==> src/rtl/iir_out_requant.sv <==
// iir_out_requant
// Requantizes the wide Q(WI_IN).(WF_IN) output of the IIR SOS cascade to a
// narrow Q(WI_OUT).(WF_OUT) sample. It rounds half-up (toward +inf), clips to
// the signed output range, and queues the result in a small FIFO that sits
// behind a valid/ready handshake.
//
// Ports:
//   CLK         system clock, all state on the rising edge
//   nReset      synchronous active-low reset
//   CE          Filt_In / ovf_in carry a new filter sample this cycle
//   Filt_In     filter output, signed fixed point
//   ovf_in      filter overflow flag, qualified by CE
//   out_data    FIFO head sample; holds its last value while the FIFO is empty
//   out_valid   FIFO non-empty
//   out_ready   consumer takes the head when out_valid && out_ready
//   sat_flag    one-cycle pulse when a saturated sample is pushed or dropped
//   ovf_sticky  latched overflow/saturation indicator
//   clr_sticky  clears ovf_sticky (a set in the same cycle wins)
//   sat_count   saturated-sample count, stops at 0xFFFF
//   drop_count  samples dropped on a full FIFO, stops at 0xFF
module iir_out_requant #(
  parameter int WI_IN  = 12,
  parameter int WF_IN  = 24,
  parameter int WI_OUT = 3,
  parameter int WF_OUT = 7,
  parameter int DEPTH  = 4
) (
  input  logic                     CLK,
  input  logic                     nReset,
  input  logic                     CE,
  input  logic [WI_IN+WF_IN-1:0]   Filt_In,
  input  logic                     ovf_in,
  output logic [WI_OUT+WF_OUT-1:0] out_data,
  output logic                     out_valid,
  input  logic                     out_ready,
  output logic                     sat_flag,
  output logic                     ovf_sticky,
  input  logic                     clr_sticky,
  output logic [15:0]              sat_count,
  output logic [7:0]               drop_count
);

  localparam int WIN = WI_IN + WF_IN;
  localparam int WO  = WI_OUT + WF_OUT;
  localparam int SH  = WF_IN - WF_OUT;
  localparam int W1  = WI_IN + WF_OUT + 1;
  localparam int AW  = (DEPTH > 1) ? $clog2(DEPTH) : 1;
  localparam int CW  = AW + 1;

  // Half an output LSB expressed in input LSBs, one bit wider than the input
  localparam logic [WIN:0] HALF = {{(WIN-SH+1){1'b0}}, 1'b1, {(SH-1){1'b0}}};
  localparam logic signed [W1-1:0] MAXW = {{(W1-WO+1){1'b0}}, {(WO-1){1'b1}}};
  localparam logic signed [W1-1:0] MINW = {{(W1-WO+1){1'b1}}, {(WO-1){1'b0}}};
  localparam logic [CW-1:0] FULLCNT = CW'(DEPTH);

  // Pipeline registers
  logic                 v1_q, v2_q, sat2_q;
  logic signed [W1-1:0] r1_q;
  logic [WO-1:0]        s2Data_q;

  // FIFO and status registers
  logic [WO-1:0] mem_q [DEPTH];
  logic [AW-1:0] wrPtr_q, rdPtr_q;
  logic [CW-1:0] count_q, count_d;
  logic [WO-1:0] head_q, head_d;
  logic          satFlag_q, sticky_q;
  logic [15:0]   satCnt_q;
  logic [7:0]    dropCnt_q;

  logic [WIN:0]         rndSum;
  logic signed [W1-1:0] r1_d;
  logic [WO-1:0]        s2Data_d;
  logic                 sat2_d;
  logic                 full, pop, pushAcc, drop, satEvent, stickySet;
  logic [AW-1:0]        rdNext;
  logic                 unusedLowBits;

  // Rounding: add half an output LSB to the sign-extended input, then keep
  // the bits above the shift. Taking the upper slice is the arithmetic shift,
  // and the extra top bit means the add can never wrap.
  assign rndSum        = {Filt_In[WIN-1], Filt_In} + HALF;
  assign r1_d          = rndSum[SH +: W1];
  assign unusedLowBits = ^rndSum[SH-1:0];

  // Clip the rounded value into the output range and flag when clipping occurred
  always_comb begin
    s2Data_d = r1_q[WO-1:0];
    sat2_d   = 1'b0;
    if (r1_q > MAXW) begin
      s2Data_d = MAXW[WO-1:0];
      sat2_d   = 1'b1;
    end else if (r1_q < MINW) begin
      s2Data_d = MINW[WO-1:0];
      sat2_d   = 1'b1;
    end
  end

  // FIFO control. When full, a pop in the same cycle frees the slot the push
  // needs, so the push is accepted instead of being dropped.
  assign full      = (count_q == FULLCNT);
  assign pop       = (count_q != '0) && out_ready;
  assign pushAcc   = v2_q && (!full || pop);
  assign drop      = v2_q && full && !pop;
  assign satEvent  = v2_q && sat2_q;
  assign stickySet = (CE && ovf_in) || satEvent;
  assign rdNext    = rdPtr_q + AW'(1);

  // Occupancy and the registered head word. The head is kept in its own
  // register so out_data keeps the last sample shown once the FIFO drains.
  always_comb begin
    count_d = count_q;
    if (pushAcc && !pop) begin
      count_d = count_q + CW'(1);
    end else if (!pushAcc && pop) begin
      count_d = count_q - CW'(1);
    end

    head_d = head_q;
    if (pop) begin
      if (count_q >= CW'(2)) begin
        head_d = mem_q[rdNext];
      end else if (pushAcc) begin
        head_d = s2Data_q;
      end
    end else if ((count_q == '0) && pushAcc) begin
      head_d = s2Data_q;
    end
  end

  // All state, with a synchronous active-low reset that flushes the pipeline,
  // the FIFO contents and every status output
  always_ff @(posedge CLK) begin
    if (!nReset) begin
      v1_q      <= 1'b0;
      r1_q      <= '0;
      v2_q      <= 1'b0;
      sat2_q    <= 1'b0;
      s2Data_q  <= '0;
      for (int i = 0; i < DEPTH; i++) begin
        mem_q[i] <= '0;
      end
      wrPtr_q   <= '0;
      rdPtr_q   <= '0;
      count_q   <= '0;
      head_q    <= '0;
      satFlag_q <= 1'b0;
      sticky_q  <= 1'b0;
      satCnt_q  <= '0;
      dropCnt_q <= '0;
    end else begin
      v1_q <= CE;
      if (CE) begin
        r1_q <= r1_d;
      end
      v2_q <= v1_q;
      if (v1_q) begin
        s2Data_q <= s2Data_d;
        sat2_q   <= sat2_d;
      end

      if (pushAcc) begin
        mem_q[wrPtr_q] <= s2Data_q;
        wrPtr_q        <= wrPtr_q + AW'(1);
      end
      if (pop) begin
        rdPtr_q <= rdNext;
      end
      count_q <= count_d;
      head_q  <= head_d;

      satFlag_q <= satEvent;
      if (satEvent && (satCnt_q != 16'hFFFF)) begin
        satCnt_q <= satCnt_q + 16'd1;
      end
      if (drop && (dropCnt_q != 8'hFF)) begin
        dropCnt_q <= dropCnt_q + 8'd1;
      end

      if (stickySet) begin
        sticky_q <= 1'b1;
      end else if (clr_sticky) begin
        sticky_q <= 1'b0;
      end
    end
  end

  assign out_data   = head_q;
  assign out_valid  = (count_q != '0);
  assign sat_flag   = satFlag_q;
  assign ovf_sticky = sticky_q;
  assign sat_count  = satCnt_q;
  assign drop_count = dropCnt_q;

endmodule

==> config.mk <==
export PLATFORM = sky130hd
export DESIGN_NAME = iir_out_requant
export DESIGN_NICKNAME = d
export VERILOG_FILES = /design/src/rtl/iir_out_requant.sv
export SDC_FILE = /design/constraint.sdc
export NUM_CORES = 1
export LEC_CHECK = 0
export ABC_AREA = 1
export BUFFER_PORTS_ARGS = -buffer_cell sky130_fd_sc_hd__buf_4
export CELL_PAD_IN_SITES_DETAIL_PLACEMENT = 1
export CELL_PAD_IN_SITES_GLOBAL_PLACEMENT = 1
export CORE_UTILIZATION = 35
export CTS_CLUSTER_SIZE = 24
export DETAILED_ROUTE_END_ITERATION = 8
export GPL_TIMING_DRIVEN = 0
export PLACE_DENSITY = 0.75
export SKIP_CTS_REPAIR_TIMING = 1
export SLEW_MARGIN = 10
export SYNTH_ARGS = -nofsm -noshare
export SYNTH_HDL_FRONTEND = slang
export SYNTH_SLANG_ARGS = --single-unit
export TNS_END_PERCENT = 1
==> constraint.sdc <==
create_clock -name CLK -period 3.3 [get_ports CLK]
set_input_delay 0.165 -clock CLK [delete_from_list [all_inputs] [get_ports CLK]]
set_output_delay 0.165 -clock CLK [all_outputs]
set_load 0.03 [all_outputs]
==> impl_metrics.tcl, run 1 <==
set metrics [dict create \
    drc 0 \
    die_area_mm2 0.01729 \
    leakage_nw 3.078 \
    area_growth_pct 22.38 \
    die_h_um 131.5 \
    antenna_found_initial 0 \
    ir_worst_vdd_uv 439.7 \
    cts_tree "done" \
    grt_pass1_vias 5538 \
    final_hold_viol_count 0 \
    nNetsFinal 935 \
    maxSlewViolCount 0 \
    tns_ns 0 \
    async_flop_share 0 \
    grt_overflow 0 \
    finalCriticalPeriod_ns 2.033 \
    yosysTopAreaCellShare 0.2592 \
    rrSetupSlack_ns 1.27 \
    synth-seq-cells 116 \
    cp-start-kind "register" \
    drtAntennaViolNets 0 \
    clock_path_buffers 2 \
    htree_levels 4 \
    avgSynthCellArea_um2 7.291 \
    instances_no_fill 1116 \
    worst_pin_slew_ns 0.7030 \
    clock_latency_ns 0.42 \
    synth.area.top_cells "dfxtp_1, edfxtp_1, nand2_1, nor2_1, inv_1" \
    crit_arrival_ns 2.34 \
    multi_input_area_mm2 0.002683 \
    portBuffers 60 \
    rows 46 \
    grt_util_all_layers 0.2031 \
    ys_seq_area_frac 0.4639 \
    cts_inserted_buffers 17 \
    clk_pin_slew_ns 0.06 \
    grt_pass1_wl_um 27630 \
    vias 5322 \
    drtIter0Drc 238 \
    synth_ff_type "dfxtp_1" \
    dp_hpwl_um 11950 \
    slew_headroom 0.5313 \
    ff_latch_area_mm2 0.002723 \
    path_max_fanout 5 \
    hold_class "input pin to register" \
    chipWidth_um 131.5 \
    cts_root_buf "clkbuf_16" \
    synth_area_mm2 0.005869 \
    grt_max_degree 17 \
    dp_cells 1084 \
    syn_inst 805 \
    drt_wl_total_um 16310 \
    start_util 0.3642 \
    core_mm2 0.01612 \
    synth.most_common_cell "nand2_1" \
    cts_sinks 116 \
    yosysWarnings 0 \
    n_antenna_cell 0 \
    p_per_area_mw_per_mm2 614.3 \
    gp_congestion 0.8098 \
    io_pins 79 \
    required_ns 3.60 \
    rsz0062_at_grt "no" \
    synth.distinct_cells 36 \
    via_per_inst 4.769 \
    final_layout_size_suffix_gt1_frac 0.1500 \
    finalCritPeriodShare 0.6161 \
    setup_viol 0 \
    synth_nets 853 \
    status "completed" \
    first_pass_iters 4 \
    fillCellCount 2026 \
    ys_top_cells_by_count "nand2_1, nor2_1, inv_1" \
    synth_edf_count 40 \
    synth_top_area_cell "dfxtp_1" \
    crit_type "register to register" \
    cp-end-kind "register" \
    max_cap_violations 0 \
    finClkSkew_ns 0.006806 \
    wire_per_inst_um 14.61 \
    fmax_ghz 0.4919 \
]
==> worst max-delay path: stages (launching register included) <==
cell,delay [ns]
dfxtp_1,0.45
nor2_1,0.10
nand3_1,0.13
nand2_2,0.11
inv_1,0.09
ha_1,0.14
inv_1,0.06
fa_1,0.37
a21oi_1,0.14
o21ai_0,0.11
o21ai_0,0.16
a21oi_1,0.05
==> path summary, 6_finish.rpt <==
path	from	end	cells past startpoint
hold / removal	ovf_in	ovf_sticky	3
hold reg to reg	r1_q[0]	r1_q[0]	2
setup reg to reg	count_q[1]	count_q[2]	11
setup / recovery	count_q[1]	count_q[2]	11
==> flip-flops by register name, indices dropped and copies added, names as in the netlist <==
| signal | cells |
|---|---|
| mem_q | 40 |
| r1_q | 20 |
| sat_count | 16 |
| out_data | 10 |
| s2Data_q | 10 |
| drop_count | 8 |
| count_q | 3 |
| rdPtr_q | 2 |
| wrPtr_q | 2 |
| ovf_sticky | 1 |
| sat2_q | 1 |
| sat_flag | 1 |
| v1_q | 1 |
| v2_q | 1 |
==> cell usage in the layout (no fill, tap or decap), types with 2 or more instances in the layout <==
| cell type | n |
|---|---|
| nand3b_1 | 3 |
| clkbuf_1 | 9 |
| clkinv_2 | 5 |
| buf_1 | 3 |
| nor3_1 | 2 |
| nand2_2 | 6 |
| o211ai_1 | 2 |
| nand4_1 | 8 |
| bufinv_16 | 3 |
| xor2_1 | 11 |
| ha_1 | 5 |
| nand3_1 | 47 |
| clkbuf_16 | 17 |
| inv_2 | 4 |
| buf_2 | 8 |
| nor2_2 | 3 |
| nor2_4 | 2 |
| o21ai_1 | 9 |
| nor2_1 | 123 |
| inv_1 | 82 |
| nand2_4 | 2 |
| dfxtp_1 | 76 |
| buf_6 | 3 |
| buf_4 | 65 |
| a21oi_2 | 11 |
| edfxtp_1 | 40 |
| nand2_1 | 258 |
| clkinv_1 | 8 |
| a21oi_1 | 42 |
| xnor2_1 | 10 |
| o21ai_0 | 24 |
==> metrics by stage <==
stage	setup slack, ns	hold slack, ns	utilization	instance area [um2]	power [mW]
after global placement	0.6067	0.4350	0.4089	6590	2.621
final	1.267	0.008772	0.4457	7183	4.412
after global routing	1.042	0.01505	0.4457	7183	4.637
after floorplan	1.278	0.3140	-	5869	2.321
after CTS	1.242	-0.005600	0.4457	7183	4.457
after detailed placement	1.265	0.4366	0.4103	6613	2.643
==> layer usage <==
metal  routed length (um)  track usage
met1                 7490       0.2522
met4                  231      0.06072
met2                 8052       0.3527
met3                  533      0.04051
met5                    0            0
==> where the power goes <==
| part | leakage (nW) | internal [mW] | switching [mW] |
|---|---|---|---|
| registers | 1.04 | 1.60 | 0.0812 |
| clock network | 0.281 | 1.16 | 0.642 |
| logic | 1.76 | 0.314 | 0.620 |
==> cell type report <==
| type | count | area share |
|---|---|---|
| Buffer | 25 | 0.01864 |
| Clock buffer | 17 | 0.05922 |
| Clock inverter | 15 | 0.02021 |
| Inverter | 88 | 0.04599 |
| Multi-Input combinational cell | 576 | 0.3735 |
| Sequential cell | 116 | 0.3790 |
| Tap cell | 216 | 0.03762 |
| Timing Repair Buffer | 63 | 0.06584 |
==> kinds of logic after synthesis <==
logic type | share of synthesized area
XOR/XNOR | 0.03134
adder cells (fa/ha/maj) | 0.01407
AO/OA/AOI/OAI | 0.09252
flip-flops | 0.4639
buffers and inverters | 0.07909
AND/OR/NAND/NOR | 0.3191
No activity file was read; power rests on OpenSTA's default activity.
==> run 2: changes to the inputs <==
--- a/config.mk
+++ b/config.mk
@@ -5,7 +5,7 @@
 export SDC_FILE = /design/constraint.sdc
 export NUM_CORES = 1
 export LEC_CHECK = 0
-export ABC_AREA = 1
+export ABC_AREA = 0
 export BUFFER_PORTS_ARGS = -buffer_cell sky130_fd_sc_hd__buf_4
 export CELL_PAD_IN_SITES_DETAIL_PLACEMENT = 1
 export CELL_PAD_IN_SITES_GLOBAL_PLACEMENT = 1
@@ -13,7 +13,7 @@
 export CTS_CLUSTER_SIZE = 24
 export DETAILED_ROUTE_END_ITERATION = 8
 export GPL_TIMING_DRIVEN = 0
-export PLACE_DENSITY = 0.75
+export PLACE_DENSITY = 0.74
 export SKIP_CTS_REPAIR_TIMING = 1
 export SLEW_MARGIN = 10
 export SYNTH_ARGS = -nofsm -noshare
==> constraint.sdc (replaced) <==
create_clock -name CLK -period 1.85 [get_ports CLK]
set_input_delay 0.0925 -clock CLK [delete_from_list [all_inputs] [get_ports CLK]]
set_output_delay 0.0925 -clock CLK [all_outputs]
set_load 0.03 [all_outputs]
==> run 2 against run 1 <==
The run now ends with design-rule violations, negative hold slack, negative setup slack left. Sequential share of layout area increased by 1.4 points. Utilization increased by 2.7 points. Non-clock buffer count rose by 9. Setup slack worse by 1.6 ns. Maximum frequency down 6.1%. Critical endpoint unchanged. Largest power group unchanged.
==> impl_metrics.tcl, run 2 <==
set metrics [dict create \
    rrSetupSlack_ns -0.31 \
    drt_wl_total_um 15650 \
    status "finished with violations" \
    worst_path_largest_cell_delay_ns 0.58 \
    portBuffers 62 \
    violations "design-rule violations, negative hold slack, negative setup slack" \
    synth_nets 589 \
    start_util 0.3636 \
    finClkSkew_ns 0.01392 \
    swShare 0.2791 \
    clock_path_buffers 2 \
    leakage_nw 2.583 \
    clock_latency_ns 0.42 \
    seqPwrFrac 0.362 \
    synth_top_area_cell "dfxtp_1" \
    grt_overflow 0 \
    mostFrequentLayoutCells "buf_4, dfxtp_1, and2_1, nand2_1, o21ai_0" \
    pwr-share-clk 0.443 \
    synth.area.top_cells "dfxtp_1, edfxtp_1, and2_1, mux4_2, o21ai_0" \
    max_cap_violations 0 \
    syn_inst 541 \
    cts_inserted_buffers 17 \
    dp_cells 789 \
    drc 3 \
    die_h_um 125.6 \
    crit_buf_inv 2 \
    synth.most_common_cell "dfxtp_1" \
    grt_max_degree 17 \
    rows 44 \
    cts_tree "done" \
    hold_depth 3 \
    die_area_mm2 0.01577 \
    final_layout_size_suffix_gt1_frac 0.2364 \
    n_antenna_cell 0 \
    path_max_fanout 6 \
    synth_area_mm2 0.005345 \
    postPlaceCellArea_mm2 0.006098 \
    power_frac_comb 0.195 \
    design_area_mm2 0.006950 \
    hp-start "ovf_in" \
    p_int_mw 6.164 \
    crit_arrival_ns 2.51 \
    cts_root_buf "clkbuf_16" \
    grt_pass1_wl_um 25360 \
    setup_viol 13 \
    wire_per_inst_um 18.92 \
    via_per_inst 5.530 \
    tns_ns -2.327 \
    first_pass_iters 6 \
    rr_worst_depth 9 \
    finalCritPeriodShare 1.170 \
    required_ns 2.19 \
    async_flop_share 0 \
    nNetsFinal 678 \
    yosysTopAreaCellShare 0.2846 \
    top_register "mem_q" \
    rr_startpoint "count_q[1]" \
    synth_ff_type "dfxtp_1" \
    gp_congestion 0.8433 \
    ys_seq_area_frac 0.5094 \
    rsz0062_at_grt "yes" \
    holdWs_ns -0.03434 \
    grt_util_all_layers 0.2062 \
    antenna_found_initial 0 \
    ir_worst_vdd_uv 579.4 \
    drtIter0Drc 187 \
    ys_top_cells_by_count "dfxtp_1, nand2_1, and2_1, o21ai_0, edfxtp_1" \
    largest_register_ffs 40 \
    p_sw_mw 2.386 \
    clk_pin_slew_ns 0.05 \
    final_hold_viol_count 3 \
    dp_hpwl_um 10560 \
    finalCriticalPeriod_ns 2.164 \
    synth-seq-cells 116 \
    cts_sinks 116 \
    crit_type "register to register" \
    area_growth_pct 30.03 \
    drtAntennaViolNets 0 \
    cp-end-kind "register" \
    p_per_area_mw_per_mm2 1230 \
    hold_class "input pin to register" \
    avgSynthCellArea_um2 9.880 \
    worst_pin_slew_ns 0.8126 \
    instances_no_fill 827 \
    crit_path_top_delay_cell "or4b_4" \
    synth.distinct_cells 50 \
    slew_headroom 0.4558 \
    fmax_ghz 0.4621 \
    maxSlewViolCount 0 \
    crit_chain "or4b_4 > nand2_8 > inv_2 > ha_4 > inv_4 > fa_2 > xor2_1 > or3_1 > a21oi_2" \
    io_pins 79 \
    setup_ws_ns -0.3140 \
    crit_family "simple AND/OR/NAND/NOR gates" \
    synth_edf_count 40 \
    vias 4573 \
    chipWidth_um 125.6 \
    timing.rr.end "count_q[2]" \
    htree_levels 4 \
    utilization 0.4728 \
    cp-start-kind "register" \
    mostFrequentLayoutCell "buf_4" \
    grt_pass1_vias 4799 \
    hold_end "ovf_sticky" \
    core_mm2 0.01470 \
    yosysWarnings 0 \
]
==> run 2: cell types whose count changed in the layout (fill, tap and decap cells not counted), moves of 17 or more <==
cell	before	now
inv_1	82	13
nor2_1	123	34
and2_1	0	45
nand2_1	258	45
nand3_1	47	14
a31oi_1	0	17
o21ai_0	24	42
==> run 2: how the worst max path moves through the flow <==
stage | from | end | slack, ns | depth (start not counted)
2_1_floorplan | count_q[0] | count_q[2] | -0.17 | 8
3_3_place_gp | count_q[1] | mem_q[3][3] | -0.55 | 3
3_5_place_dp | sat_count[0] | sat_count[3] | -0.51 | 7
4_1_cts | sat_count[0] | sat_count[3] | -0.54 | 7
5_1_grt | count_q[1] | count_q[2] | -0.38 | 9
6_report | count_q[1] | count_q[2] | -0.31 | 9
==> run 2: through the flow <==
step	total power, mW	setup WS, ns
2_1_floorplan	4.111	-0.1692
3_3_place_gp	4.599	-0.5536
3_5_place_dp	4.691	-0.5084
4_1_cts	8.479	-0.5420
5_1_grt	8.884	-0.3815
6_report	8.550	-0.3140
==> run 2: metal layers <==
metal / up-vias / wire, um / track usage
met5: - / 0 / 0
met4: 0 / 354 / 0.07891
met3: 28 / 548 / 0.04236
met2: 101 / 7903 / 0.3539
met1: 2266 / 6839 / 0.2538
li1: 2178 / - / -
==> run 2: worst min-delay path: cells and delay by family <==
kind / cells / cell delay [ns]
compound gates: 2 / 0.17
buf+inv: 1 / 0.08
==> run 2: kinds of logic after synthesis <==
group	after synthesis	share of synthesized area
xor+xnor	21	0.03441
simple gates	218	0.2228
buf+inv	42	0.03090
compound gates	122	0.1337
fa+ha+maj	6	0.01545
flops	116	0.5094
mux	16	0.05337
==> run 2: power groups by stage <==
stage | logic (mW) | clock network (mW) | registers, mW
after floorplan | 0.803 | 0 | 3.31
after global placement | 1.48 | 0 | 3.12
after detailed placement | 1.55 | 0 | 3.14
after CTS | 1.57 | 3.82 | 3.09
after global routing | 1.81 | 3.94 | 3.13
final | 1.67 | 3.79 | 3.10
==> run 2: cell type report <==
class,instances,area (um2)
Tap cell,184,230.2
Buffer,26,128.9
Timing Repair Buffer,71,536.8
Multi-Input combinational cell,383,2580
Fill cell,1620,7749
Clock inverter,14,230.2
Clock buffer,18,450.4
Inverter,15,58.81
Sequential cell,116,2735
